$ cat src/rtl/display_digit_scanner.sv
// Signed value -> serial double-dabble BCD -> sign/blank/error format -> scanned digit codes.
// Optional SCANNER_LZB_EN: blank leading zeros and float the minus sign next to the MSD.
module display_digit_scanner #(
  parameter int DATA_W     = 8,
  parameter int NUM_DIGITS = 4,
  parameter int SCAN_DIV   = 50000
) (
  input  logic                  clk,
  input  logic                  rst,
  input  logic                  load,
  input  logic [DATA_W-1:0]     value,
  input  logic                  error_in,
  output logic                  busy,
  output logic                  done,
  output logic [3:0]            digit_code,
  output logic [NUM_DIGITS-1:0] digit_sel
);

  localparam int BW = 4 * NUM_DIGITS;
  localparam int CW = $clog2(DATA_W + 1);
  localparam int PW = (SCAN_DIV > 1) ? $clog2(SCAN_DIV) : 1;
  localparam int IW = $clog2(NUM_DIGITS);

  localparam logic [3:0] C_DASH  = 4'hA;
  localparam logic [3:0] C_ERR   = 4'hE;
  localparam logic [3:0] C_BLANK = 4'hF;

  typedef enum logic [1:0] {
    S_IDLE,
    S_CONV,
    S_FMT
  } state_t;

  state_t state, nxt;

  logic [DATA_W-1:0] mag;
  logic [DATA_W-1:0] bin, bin_n;
  logic [BW-1:0]     bcd, adj, bcd_n;
  logic              neg, err, ovf, ovf_n;
  logic              fmt_q, fmt_bad;
  logic [CW-1:0]     cnt;
  logic [IW-1:0]     msd, idx, idx_n;
  logic [PW-1:0]     presc;
  logic              wrap;
  logic [3:0]        disp [NUM_DIGITS];
  logic [3:0]        fmt  [NUM_DIGITS];

  // Unsigned DATA_W-bit magnitude is exact even for the most negative input.
  assign mag  = value[DATA_W-1] ? (~value + 1'b1) : value;
  assign busy = (state != S_IDLE);
  assign wrap = (presc == PW'(SCAN_DIV - 1));

  always_ff @(posedge clk or posedge rst) begin
    if (rst) begin
      state <= S_IDLE;
    end else begin
      state <= nxt;
    end
  end

  always_comb begin
    nxt = state;
    unique case (state)
      S_IDLE: if (load) nxt = S_CONV;
      S_CONV: if (cnt == CW'(DATA_W - 1)) nxt = S_FMT;
      S_FMT:  nxt = S_IDLE;
      default: nxt = S_IDLE;
    endcase
  end

  always_comb begin
    adj = bcd;
    for (int i = 0; i < NUM_DIGITS; i++) begin
      if (bcd[4*i +: 4] >= 4'd5) begin
        adj[4*i +: 4] = bcd[4*i +: 4] + 4'd3;
      end
    end
    bcd_n = {adj[BW-2:0], bin[DATA_W-1]};
    bin_n = {bin[DATA_W-2:0], 1'b0};
    ovf_n = ovf | adj[BW-1];
  end

  always_comb begin
    msd = '0;
    for (int i = 0; i < NUM_DIGITS; i++) begin
      if (bcd[4*i +: 4] != 4'd0) msd = IW'(i);
    end
  end

  // A minus sign needs a free digit above the MSD in both display modes.
  assign fmt_bad = err | ovf | (neg & (msd == IW'(NUM_DIGITS - 1)));

  always_comb begin
    for (int i = 0; i < NUM_DIGITS; i++) begin
      fmt[i] = C_BLANK;
    end
    for (int i = 0; i < NUM_DIGITS; i++) begin
`ifdef SCANNER_LZB_EN
      if (i <= int'(msd)) begin
        fmt[i] = bcd[4*i +: 4];
      end else if (neg && (i == int'(msd) + 1)) begin
        fmt[i] = C_DASH;
      end
`else
      fmt[i] = bcd[4*i +: 4];
`endif
    end
`ifndef SCANNER_LZB_EN
    if (neg) fmt[NUM_DIGITS-1] = C_DASH;
`endif
    if (fmt_bad) begin
      for (int i = 0; i < NUM_DIGITS; i++) begin
        fmt[i] = C_BLANK;
      end
      fmt[NUM_DIGITS-1] = C_ERR;
    end
  end

  always_ff @(posedge clk or posedge rst) begin
    if (rst) begin
      bin   <= '0;
      bcd   <= '0;
      neg   <= 1'b0;
      err   <= 1'b0;
      ovf   <= 1'b0;
      cnt   <= '0;
      fmt_q <= 1'b0;
      done  <= 1'b0;
      for (int i = 0; i < NUM_DIGITS; i++) begin
        disp[i] <= C_BLANK;
      end
    end else begin
      fmt_q <= (state == S_FMT);
      done  <= fmt_q;
      if (state == S_IDLE && load) begin
        bin <= mag;
        bcd <= '0;
        neg <= value[DATA_W-1];
        err <= error_in;
        ovf <= 1'b0;
        cnt <= '0;
      end
      if (state == S_CONV) begin
        bin <= bin_n;
        bcd <= bcd_n;
        ovf <= ovf_n;
        cnt <= cnt + 1'b1;
      end
      if (state == S_FMT) begin
        for (int i = 0; i < NUM_DIGITS; i++) begin
          disp[i] <= fmt[i];
        end
      end
    end
  end

  always_comb begin
    idx_n = idx;
    if (wrap) begin
      idx_n = (idx == IW'(NUM_DIGITS - 1)) ? '0 : idx + 1'b1;
    end
  end

  always_ff @(posedge clk or posedge rst) begin
    if (rst) begin
      presc      <= '0;
      idx        <= '0;
      digit_sel  <= NUM_DIGITS'(1);
      digit_code <= C_BLANK;
    end else begin
      presc      <= wrap ? '0 : presc + 1'b1;
      idx        <= idx_n;
      digit_sel  <= NUM_DIGITS'(1) << idx_n;
      digit_code <= disp[idx_n];
    end
  end

endmodule
$ cat config.mk
export PLATFORM = sky130hd
export DESIGN_NAME = display_digit_scanner
export DESIGN_NICKNAME = d
export VERILOG_FILES = /design/src/rtl/display_digit_scanner.sv
export SDC_FILE = /design/constraint.sdc
export NUM_CORES = 1
export LEC_CHECK = 0
export CORE_MARGIN = 2
export CORE_UTILIZATION = 50
export CTS_BUF_LIST = sky130_fd_sc_hd__clkbuf_4
export DETAILED_ROUTE_END_ITERATION = 8
export GPL_TIMING_DRIVEN = 0
export PLACE_DENSITY = 0.69
export SLEW_MARGIN = 40
export SYNTH_ARGS = -nofsm -noshare
export SYNTH_HDL_FRONTEND = slang
export SYNTH_SLANG_ARGS = --single-unit
$ cat constraint.sdc
create_clock -name clk -period 3.6 [get_ports clk]
set_input_delay 1.08 -clock clk [delete_from_list [all_inputs] [get_ports clk]]
set_output_delay 1.08 -clock clk [all_outputs]
set_load 0.05 [all_outputs]
# --- After elaboration in Yosys (flattened, before gate mapping) ---
# Index checks and enable logic that the tools add are counted.
totals:
  ff_bits: 77
  latchBits: 0
  mem_bits_rw: 0
  mem_bits_ro: 0
  input_bits: 12
  out_inout_bits: 10
  wordCells: 80
  mem_count: 0
classes:
  add_sub_neg: 8
  multipliers: 0
  div_mod_pow: 0
  order_cmp: 5
  eq_ne: 8
  shift: 1
  mux: 27
  bitwise_logic: 6
  n_reduce_logical: 8
op_table:
  columns: ["op", "n"]
  rows:
  - ["16-bit two-way mux", 4]
  - ["4-bit two-way mux", 9]
  - ["8-bit two-way mux", 3]
  - ["16-bit by 1-bit adder with 16-bit output, second input constant", 1]
  - ["4-bit by 2-bit adder with 4-bit output, second input constant", 4]
  - ["16-bit equality test, second input constant", 1]
  - ["4-bit by 3-bit >= comparator with 1-bit output, second input constant", 4]
  - ["2-bit two-way mux", 6]
  - ["4-bit nonzero test", 3]
  - ["8-bit by 1-bit adder with 8-bit output, second input constant", 1]
  - ["4-bit binary-select mux with 2-bit select", 1]
  - ["8-bit NOT", 1]
  - ["2-bit equality test, second input constant", 3]
  - ["4-bit by 1-bit adder with 4-bit output, second input constant", 1]
  - ["4-bit by 3-bit equality test with 1-bit output, second input constant", 1]
  - ["2-bit inequality test, second input constant", 2]
  - ["2-bit one-hot mux with 2 select lines", 1]
  - ["2-bit nonzero test", 2]
  - ["1-bit by 2-bit << shifter with 4-bit output, first input constant", 1]
  - ["3-bit >= comparator, second input constant", 1]
  - ["1-bit two-way mux", 3]
  - ["2-bit NOT with 3-bit output", 1]
  - ["1-bit OR", 3]
  - ["2-bit by 1-bit adder with 2-bit output, second input constant", 1]
  - ["5 further kinds", 5]

# --- Depth between registers and ports, before layout ---
# Gate-level depths: netlist of the first run.
logic_depth:
  ltp_word: 8
  ltp_mapped: 8
  depth_no_buf: 7

# --- Least setup slack after synthesis of the first run ---
# Ideal clock, no wire load.
synth_path:
  kind: "input to register"
  startpoint: "in value[4]"
  endpoint: "reg bin[5]"
  setup_ps: 135
  t_arrival_ps: 1847
  required_ps: 3465
  setup_slack_ps: 1619
  stages: 4
  path_buffers: 0
  cell_sequence: "or3_1 o21ai_0 xor2_1 o21ai_0"
synth_between:
  elab_chain_cells: 5
synth_rtl:
  columns: ["element", "line", "text"]
  rows:
  - ["start, declared", "11", "input logic [DATA_W-1:0] value,"]
  - ["8-bit NOT", "49", "assign mag = value[DATA_W-1] ? (~value + 1'b1) : value;"]
  - ["8-bit by 1-bit adder with 8-bit output", "49", null]
  - ["8-bit two-way mux", "49", null]
  - ["8-bit two-way mux", "135", "if (state == S_IDLE && load) begin"]
  - ["8-bit two-way mux", "143", "if (state == S_CONV) begin"]
  - ["end signal, assigned", "136", "bin <= mag;"]
  - ["end signal, assigned", "144", "bin <= bin_n;"]
  - ["end, declared", "37", "logic [DATA_W-1:0] bin, bin_n;"]
# No other way between the ends. The select of a mux whose other input is x is not followed.
# A chain may end at the register's enable or synchronous reset.

# --- Worst setup path after layout of the first run ---
layout_path:
  startpoint: "reg state[1]"
  endpoint: "out busy"
layout_between:
  elab_chain_cells: 1
layout_rtl:
  columns: ["element", "line", "text"]
  rows:
  - ["start, declared", "34", "state_t state, nxt;"]
  - ["start signal, assigned", "57", "state <= nxt;"]
  - ["2-bit nonzero test", "50", "assign busy = (state != S_IDLE);"]
  - ["end, declared", "13", "output logic busy,"]
# No other way between the ends.

==> out/results.tsv, run 1 <==
metric	value	unit
main flop type after synthesis	dfrtp_1	
Max-slew headroom	0.5721	
starting density of the core	0.5135	
PortBufs	20	
crit end category	output port	
most frequent cell after synthesis	dfrtp_1	
GRT Util Overall	0.1871	
clk root buf	clkbuf_4	
post-cts repair resize count	0	
Syn-to-layout area delta	13.81	%
Peak Freq	0.3480	GHz
Skew-Pair Late Insertion Delay	0.43	ns
CTS Buffer Depth	2	
type of the tightest min-delay check	reg -> reg	
worst-case reg-to-reg path depth	8	
Mapped Cells	369	
Non-Filler Instances	505	
TritonCTS buffer count	9	
number of global-route vias before repair	2616	
CTS tree	built	
grt total ovfl	0	
worst-margin pin slew	0.6360	ns
#FFs+latches synth	77	
final worst-path cycle share	0.7983	
drt via density	5.386	
antenna violations before repair	0	
largest net degree at the start of global routing	40	
clk sinks	77	
vias post-DR	2720	
reg-to-reg setup timing slack	1.63	ns
number of buffers added for setup after CTS	0	
Worst Clk Skew	0.01269	ns
total power	0.003009	W
sequential fraction of the synthesis area	0.5272	
leading area contributor after synthesis	dfrtp_1	
Crit Path Class	reg -> out	
Die W	90.08	µm
fraction of layout cells with a size suffix above 1	0.1108	
initial drt markers	139	
first-pass iteration count of the detailed router	4	
Mapped Nets	393	
post-synth cell types	40	
CP max FO	4	
nets	425	
CP Launch Type	register	
Reg clk slew, reported paths	0.12	ns
Hold Crit Start	fmt_q$_DFF_PP0_	
first-pass GRT wire length	12190	µm
leakage power	1.860	nW
Synth Warn #	0	
Critical R2R Launch	presc[0]$_DFF_PP0_	
capturing point of the worst reg2reg path	digit_code[2]$_DFF_PP1_	
ys async rst share	1.000	
Synth top cells by count	dfrtp_1 (56), nand2_1 (48), nor2_1 (36)	
DIE AREA	8114	µm²
WP data required	2.52	ns
pwr dens	713.5	nW/µm²
post-placement cell count	489	
row count	31	
Hold Fails Final Rpt	0	
final setup vio count	0	
Die Ht	90.08	µm
routed wire length	7066	µm
Min-Delay Path Depth	0	
dominant cells by area after synthesis	dfrtp_1 (38%), dfstp_2 (15%), nand2_1 (4.9%), ha_1 (4.1%), o21ai_0 (3.8%)	
DP Wirelength	5073	µm
Synth Area per Inst	10.04	µm²
max cap viols	0	
WHS	0.3647	ns
DR DRC count	0	
CTS H-tree lvls	3	
Critical Path AT	1.79	ns
Max IR drop VDD	0.4201	mV
area share of the largest cell type after synthesis	0.3783	
cts hold-fix bufs	0	
Routed WL per cell	13.99	µm
fin. max-slew vios	0	
Ports	22	
Tmin final	2.874	ns
final antenna-violating net count	0	
RSZ-0062 raised after global routing	no	
GPL Wtd Cong	0.8036	
n_diodes	0	
outcome	finished, final reports clean	
Syn Std Cell Area	3705	µm²
Post-synth EDFFs	0	
core region area	7214	µm²
Hold Path Sink	done$_DFF_PP0_	
[metrics by stage]
step / worst slack (ns) / TNS [ns] / cell area (µm²) / util
after detailed placement: 0.8120 / 0 / 4054 / 0.5619
after global placement: -0.6008 / -33.47 / 4029 / 0.5584
after CTS: 0.6971 / 0 / 4217 / 0.5845
final: 0.7262 / 0 / 4217 / 0.5845
after floorplan: 0.5881 / 0 / 3705 / -
after global routing: 0.5930 / 0 / 4217 / 0.5845
[placed cells by master (no fill, tap or decap), drive strengths merged, types with 4 or more instances in the layout]
cell type,instances
o22a,14
a22oi,5
nor2b,5
buf,7
xnor2,14
xor2,11
clkinv,4
a32oi,4
nor4,4
inv,16
nor2,36
o31ai,6
nand2b,5
a311oi,4
dfstp,21
nand2,48
a21oi,11
dfrtp,56
a32o,4
o21ai,28
nand3,15
a31oi,5
clkdlybuf4s50,20
clkbuf,23
ha,12
and3,6
[routing by layer]
metal  vias to the layer above  GRT usage  share of wire
met4                         0    0.08846          0.020
met2                        51     0.2982           0.47
met5                         -          0              0
li1                       1363          -              -
met1                      1294     0.2500           0.47
met3                        12    0.03269          0.037
[cells by family (layout without fill, tap and decap cells)]
logic type | Yosys count | after routing | share of synthesized area
adder cells (fa/ha/maj) | 12 | 12 | 0.04053
AO/OA/AOI/OAI | 86 | 86 | 0.1587
flip-flops | 77 | 77 | 0.5272
buffers and inverters | 35 | 72 | 0.04120
AND/OR/NAND/NOR | 131 | 131 | 0.1651
multiplexers | 3 | 3 | 0.008106
XOR/XNOR | 25 | 25 | 0.05910
[state kept, by name (all words and copies together) (netlist names)]
| name | count |
|---|---|
| bcd | 16 |
| cnt | 4 |
| idx | 2 |
| fmt_q | 1 |
| presc | 16 |
| bin | 8 |
| digit_sel | 4 |
| digit_code | 4 |
| done | 1 |
| err | 1 |
| neg | 1 |
| ovf | 1 |
| state | 2 |
| disp | 16 |
[worst max-delay path: stages (launching register included)]
cell,delay [ns]
dfrtp_1,0.41
nor2_1,0.20
inv_1,0.06
clkdlybuf4s50_1,0.70
[worst max path at each step]
stage / startpoint / to / slack, ns / depth (start not counted)
2_1_floorplan: rst / bcd[0]$_DFFE_PP0P_ / 0.59 / 1
3_3_place_gp: rst / digit_sel[3]$_DFF_PP0_ / -0.60 / 2
3_5_place_dp: load / bin[7]$_DFFE_PP0P_ / 0.81 / 5
4_1_cts: state[1]$_DFFE_PP0P_ / busy / 0.70 / 3
5_1_grt: state[1]$_DFFE_PP0P_ / busy / 0.59 / 3
6_report: state[1]$_DFFE_PP0P_ / busy / 0.73 / 3
[power by group]
part / internal, W / switching (W)
Clock: 0.000290 / 0.000312
Combinational: 0.000427 / 0.000580
Sequential: 0.00117 / 0.000229
[cell type report]
cell class,instances,area (µm²)
plain buffers,19,92.59
repair buffers,21,220.2
clock buffers,10,75.07
inverters,16,65.06
well taps,99,123.9
fillers,635,2998
flip-flops and latches,77,1953
multi-input cells,257,1599
clock inverters,6,87.58
No activity file was read; power rests on OpenSTA's default activity.
==> run 2, diff against run 1 <==
==> constraint.sdc (replaced) <==
create_clock -name clk -period 2.75 [get_ports clk]
set_input_delay 0.825 -clock clk [delete_from_list [all_inputs] [get_ports clk]]
set_output_delay 0.825 -clock clk [all_outputs]
set_load 0.05 [all_outputs]
==> run 2 against run 1 <==
  * Utilization is 0.75 points higher
  * Clock skew decreased by 0.0026 ns
  * Design area increased by 1.3%
  * Clock power rose by 28%
  * Combinational power grew 34%
==> out/results.tsv, run 2 (synthesis results as in run 1) <==
metric	value	unit
crit end category	output port	
number of global-route vias before repair	2751	
pre-CTS WS	0.1866	ns
final antenna-violating net count	0	
antenna violations before repair	0	
first-pass iteration count of the detailed router	5	
DIE AREA	8114	µm²
Skew-Pair Late Insertion Delay	0.40	ns
n_diodes	0	
CP Cell Sequence	nor2_1, inv_1, clkdlybuf4s50_1	
vias post-DR	2796	
CTS tree	built	
Peak Freq	0.3849	GHz
met2 WL	3583	µm
DR DRC count	0	
outcome	finished, final reports clean	
Ports	22	
Syn-to-layout area delta	15.27	%
worst-margin pin slew	0.6601	ns
final setup margin	0.1516	ns
Die W	90.08	µm
Routed WL per cell	14.70	µm
core region area	7214	µm²
initial drt markers	223	
max cap viols	0	
nets	427	
Worst path slowest cell	clkdlybuf4s50_1	
commonest non-fill, non-tap cell in the layout	dfrtp_1	
Critical Path AT	1.77	ns
fraction of layout cells with a size suffix above 1	0.1127	
clk root buf	clkbuf_4	
Crit Path Class	reg -> out	
TritonCTS buffer count	9	
Die Ht	90.08	µm
met3 routed WL	256	µm
final worst-path cycle share	0.9449	
leakage power	1.871	nW
routed wire length	7452	µm
Max IR drop VDD	0.4205	mV
type of the tightest min-delay check	reg -> reg	
post-cts repair resize count	0	
CP max FO	4	
largest registers	bcd x16, disp x16, presc x16	
family with the most delay on the worst path	buffers and inverters	
CP Buf/Inv Count	2	
GPL Wtd Cong	0.8145	
pwr dens	926.9	nW/µm²
row count	31	
CP Launch Type	register	
first-pass GRT wire length	13030	µm
Setup TNS	0	ns
WP data required	1.93	ns
starting density of the core	0.5135	
final setup vio count	0	
largest net degree at the start of global routing	27	
grt total ovfl	0	
cts hold-fix bufs	0	
clk sinks	77	
WL met1	3483	µm
WHS	0.3686	ns
fin. max-slew vios	0	
GRT Util Overall	0.1984	
DP Wirelength	5494	µm
RSZ-0062 raised after global routing	no	
Tmin final	2.598	ns
highest routed metal layer	met4	
drt via density	5.515	
slowest stage delay, CP	0.70	ns
Max-slew headroom	0.5559	
most frequent cells in the layout	dfrtp_1 (56), nand2_1 (48), nor2_1 (36)	
number of buffers added for setup after CTS	0	
Worst Clk Skew	0.01006	ns
Hold Fails Final Rpt	0	
PortBufs	20	
CTS Buffer Depth	2	
Reg clk slew, reported paths	0.12	ns
CTS H-tree lvls	3	
-- run 2: cell types whose count changed in the layout (fill, tap and decap cells not counted) --
cell	previous run	this run
clkinvlp_4	0	3
buf_16	0	2
clkinv_2	2	0
clkinv_1	0	1
clkinv_4	2	1
inv_6	1	0
-- run 2: worst reg2reg max path, stage by stage, from the launching register on --
cell,delay (ns)
dfrtp_1,0.41
ha_1,0.22
and3_1,0.22
and4_1,0.24
buf_6,0.15
mux2i_1,0.23
buf_4,0.20
nand2_1,0.06
a32oi_1,0.23
-- run 2: layout make-up --
cell class	count	area, µm²
clock buffer	10	75.07
multi-input combinational	257	1599
tap	99	123.9
fill	624	2944
clock inverter	6	87.58
buffer	19	92.59
timing repair buffer	23	275.3
sequential	77	1953
inverter	16	63.81
-- run 2: worst paths after layout --
path | startpoint | end | slack (ns) | depth (start not counted)
worst max-delay path | state[1]$_DFFE_PP0P_ | busy | 0.15 | 3
worst min-delay path | fmt_q$_DFF_PP0_ | done$_DFF_PP0_ | 0.37 | 0
worst max register to register | presc[0]$_DFF_PP0_ | digit_code[1]$_DFF_PP1_ | 0.72 | 8
worst min register to register | fmt_q$_DFF_PP0_ | done$_DFF_PP0_ | 0.37 | 0
max in group asynchronous | rst | digit_code[2]$_DFF_PP1_ | 1.46 | 3
min in group asynchronous | rst | bcd[15]$_DFFE_PP0P_ | 0.77 | 2
-- run 2: routing by layer --
metal  vias to the layer above  track usage
li1                       1365            -
met3                         8      0.03018
met1                      1366       0.2639
met2                        57       0.3214
met5                         -            0
met4                         0      0.09231
-- run 2: through the flow --
stage	std cells	power, W	utilization	cell area (µm²)
after detailed placement	491	0.003214	0.5694	4108
after floorplan	369	0.002796	-	3709
after global placement	488	0.003130	0.5590	4033
after global routing	507	0.004259	0.5919	4270
after CTS	507	0.003985	0.5919	4270
final	507	0.003958	0.5919	4270
-- run 2: power by group --
group          leakage, nW  internal [W]  switching [W]  total, W
Combinational        0.843      0.000569       0.000782   0.00135
Sequential           0.948       0.00153       0.000304   0.00184
Clock               0.0803      0.000378       0.000392  0.000770
==> run 3, diff against run 2 <==
--- a/config.mk
+++ b/config.mk
@@ -10,7 +10,7 @@
 export CTS_BUF_LIST = sky130_fd_sc_hd__clkbuf_4
 export DETAILED_ROUTE_END_ITERATION = 8
 export GPL_TIMING_DRIVEN = 0
-export PLACE_DENSITY = 0.69
+export PLACE_DENSITY = 0.8
 export SLEW_MARGIN = 40
 export SYNTH_ARGS = -nofsm -noshare
 export SYNTH_HDL_FRONTEND = slang
==> run 3 against run 2 <==
  * Final cell count did not move
  * Power fell by 1.5%
  * First-iteration DRC count fell by 24%
  * Critical endpoint is now digit_code[1]
  * Clock-buffer cell count fell by 1
  * Setup slack improved by 0.0081 ns
  * Clock skew barely moved
  * Via count rose by 2.7%
  * Largest power group unchanged
  * Critical path type unchanged
  * Largest cell class unchanged
==> out/results.tsv, run 3 (synthesis results as in run 1) <==
metric	value	unit
Placed Area	4108	µm²
final setup vio count	0	
first-pass iteration count of the detailed router	5	
clk sinks	77	
worst-margin pin slew	0.6647	ns
pwr dens	916.4	nW/µm²
CP Cell Sequence	clkdlybuf4s50_1	
GRT Util Overall	0.1921	
DP Wirelength	5416	µm
Peak Freq	0.3861	GHz
Max IR drop VDD	0.4820	mV
Hold Path Sink	done$_DFF_PP0_	
GR Util met1	0.2429	
Worst path slowest cell	clkdlybuf4s50_1	
GPL Wtd Cong	0.8160	
Max-slew headroom	0.5528	
Routed WL per cell	14.57	µm
Critical Path AT	1.77	ns
slowest stage delay, CP	0.79	ns
worst-case reg-to-reg path depth	8	
TritonCTS buffer count	9	
Skew-Pair Late Insertion Delay	0.43	ns
crit end category	output port	
first-pass GRT wire length	12670	µm
vias post-DR	2871	
RSZ-0062 raised after global routing	no	
CP Buf/Inv Count	1	
fin area	4253	µm²
met3 GRT Util	0.03856	
Hold Crit Start	fmt_q$_DFF_PP0_	
cell-internal power	0.002381	W
grt total ovfl	0	
Reg clk slew, reported paths	0.13	ns
initial drt markers	170	
Seq pwr share	0.474	
power share of the clock group	0.179	
leakage power	1.864	nW
CTS H-tree lvls	3	
sw frac	0.3890	
Critical R2R Launch	presc[0]$_DFF_PP0_	
Setup TNS	0	ns
Hold Fails Final Rpt	0	
CTS tree	built	
core region area	7214	µm²
row count	31	
DIE AREA	8114	µm²
fin. max-slew vios	0	
Ports	22	
Die Ht	90.08	µm
number of global-route vias before repair	2837	
met2 Use GR	0.3271	
Die W	90.08	µm
WP data required	1.93	ns
family with the most delay on the worst path	buffers and inverters	
P_sw	0.001516	W
CTS Buffer Depth	2	
drt via density	5.663	
commonest non-fill, non-tap cell in the layout	dfrtp_1	
final antenna-violating net count	0	
type of the tightest min-delay check	reg -> reg	
Crit Path Class	reg -> out	
fraction of layout cells with a size suffix above 1	0.1152	
reg-to-reg setup timing slack	0.75	ns
GRT busiest layer	met2	
Worst Clk Skew	0.01048	ns
clk root buf	clkbuf_4	
CP Launch Type	register	
Syn-to-layout area delta	14.79	%
PortBufs	20	
routed wire length	7385	µm
CP max FO	1	
nets	427	
DR DRC count	0	
largest net degree at the start of global routing	28	
outcome	finished, final reports clean	
Tmin final	2.590	ns
capturing point of the worst reg2reg path	digit_code[0]$_DFF_PP1_	
starting density of the core	0.5135	
antenna violations before repair	0	
Logic pwr share	0.348	
most frequent cells in the layout	dfrtp_1 (56), nand2_1 (48), nor2_1 (36)	
largest registers	bcd x16, disp x16, presc x16	
n_diodes	0	
final worst-path cycle share	0.9419	
cts hold-fix bufs	0	
Min-Delay Path Depth	0	
max cap viols	0	
## run 3: worst max-delay path by stage
| stage | from | to | slack [ns] | depth (start not counted) |
|---|---|---|---|---|
| global placement | rst | presc[2]$_DFF_PP0_ | 0.22 | 2 |
| floorplan | presc[0]$_DFF_PP0_ | digit_code[0]$_DFF_PP1_ | 1.02 | 8 |
| detailed placement | load | bin[1]$_DFFE_PP0P_ | 0.22 | 5 |
| finish | digit_code[1]$_DFF_PP1_ | digit_code[1] | 0.16 | 1 |
| global route | digit_code[1]$_DFF_PP1_ | digit_code[1] | 0.11 | 1 |
| CTS | state[0]$_DFFE_PP0P_ | busy | 0.09 | 3 |
## run 3: per-stage QoR
stage	cells	utilization	total power (W)	hold WS (ns)	setup WS [ns]
final	507	0.5895	0.003897	0.3627	0.1597
after global routing	507	0.5895	0.004164	0.3738	0.1074
after CTS	507	0.5891	0.003894	0.3666	0.09293
after detailed placement	491	0.5694	0.003208	0.3381	0.2217
after global placement	488	0.5590	0.003111	0.3356	0.2222
after floorplan	369	-	0.002796	0.3312	1.019
## run 3: final cells by class
class | instances | area (µm²)
clock buffers | 9 | 67.56
multi-input cells | 257 | 1599
fillers | 620 | 2962
clock inverters | 7 | 75.07
plain buffers | 19 | 92.59
well taps | 99 | 123.9
repair buffers | 23 | 277.8
inverters | 16 | 63.81
flip-flops and latches | 77 | 1953
## run 3: power groups by stage
stage	clock network [W]	registers, W	logic (W)
after global routing	0.000761	0.00189	0.00152
after global placement	0	0.00184	0.00128
final	0.000696	0.00185	0.00136
after CTS	0.000703	0.00183	0.00136
after detailed placement	0	0.00186	0.00135
after floorplan	0	0.00185	0.000949
## run 3: repair_timing
item | in CTS | in global routing
hold endpoints to repair | 0 | 0
setup endpoints to repair | 0 | 1
setup buffers | 0 | 0
resized for setup | 0 | 1
## run 3: routing by layer
metal	vias to the layer above	part of all wire
met5	-	0
met4	0	0.018
met3	13	0.042
met2	79	0.49
met1	1404	0.45
li1	1375	-
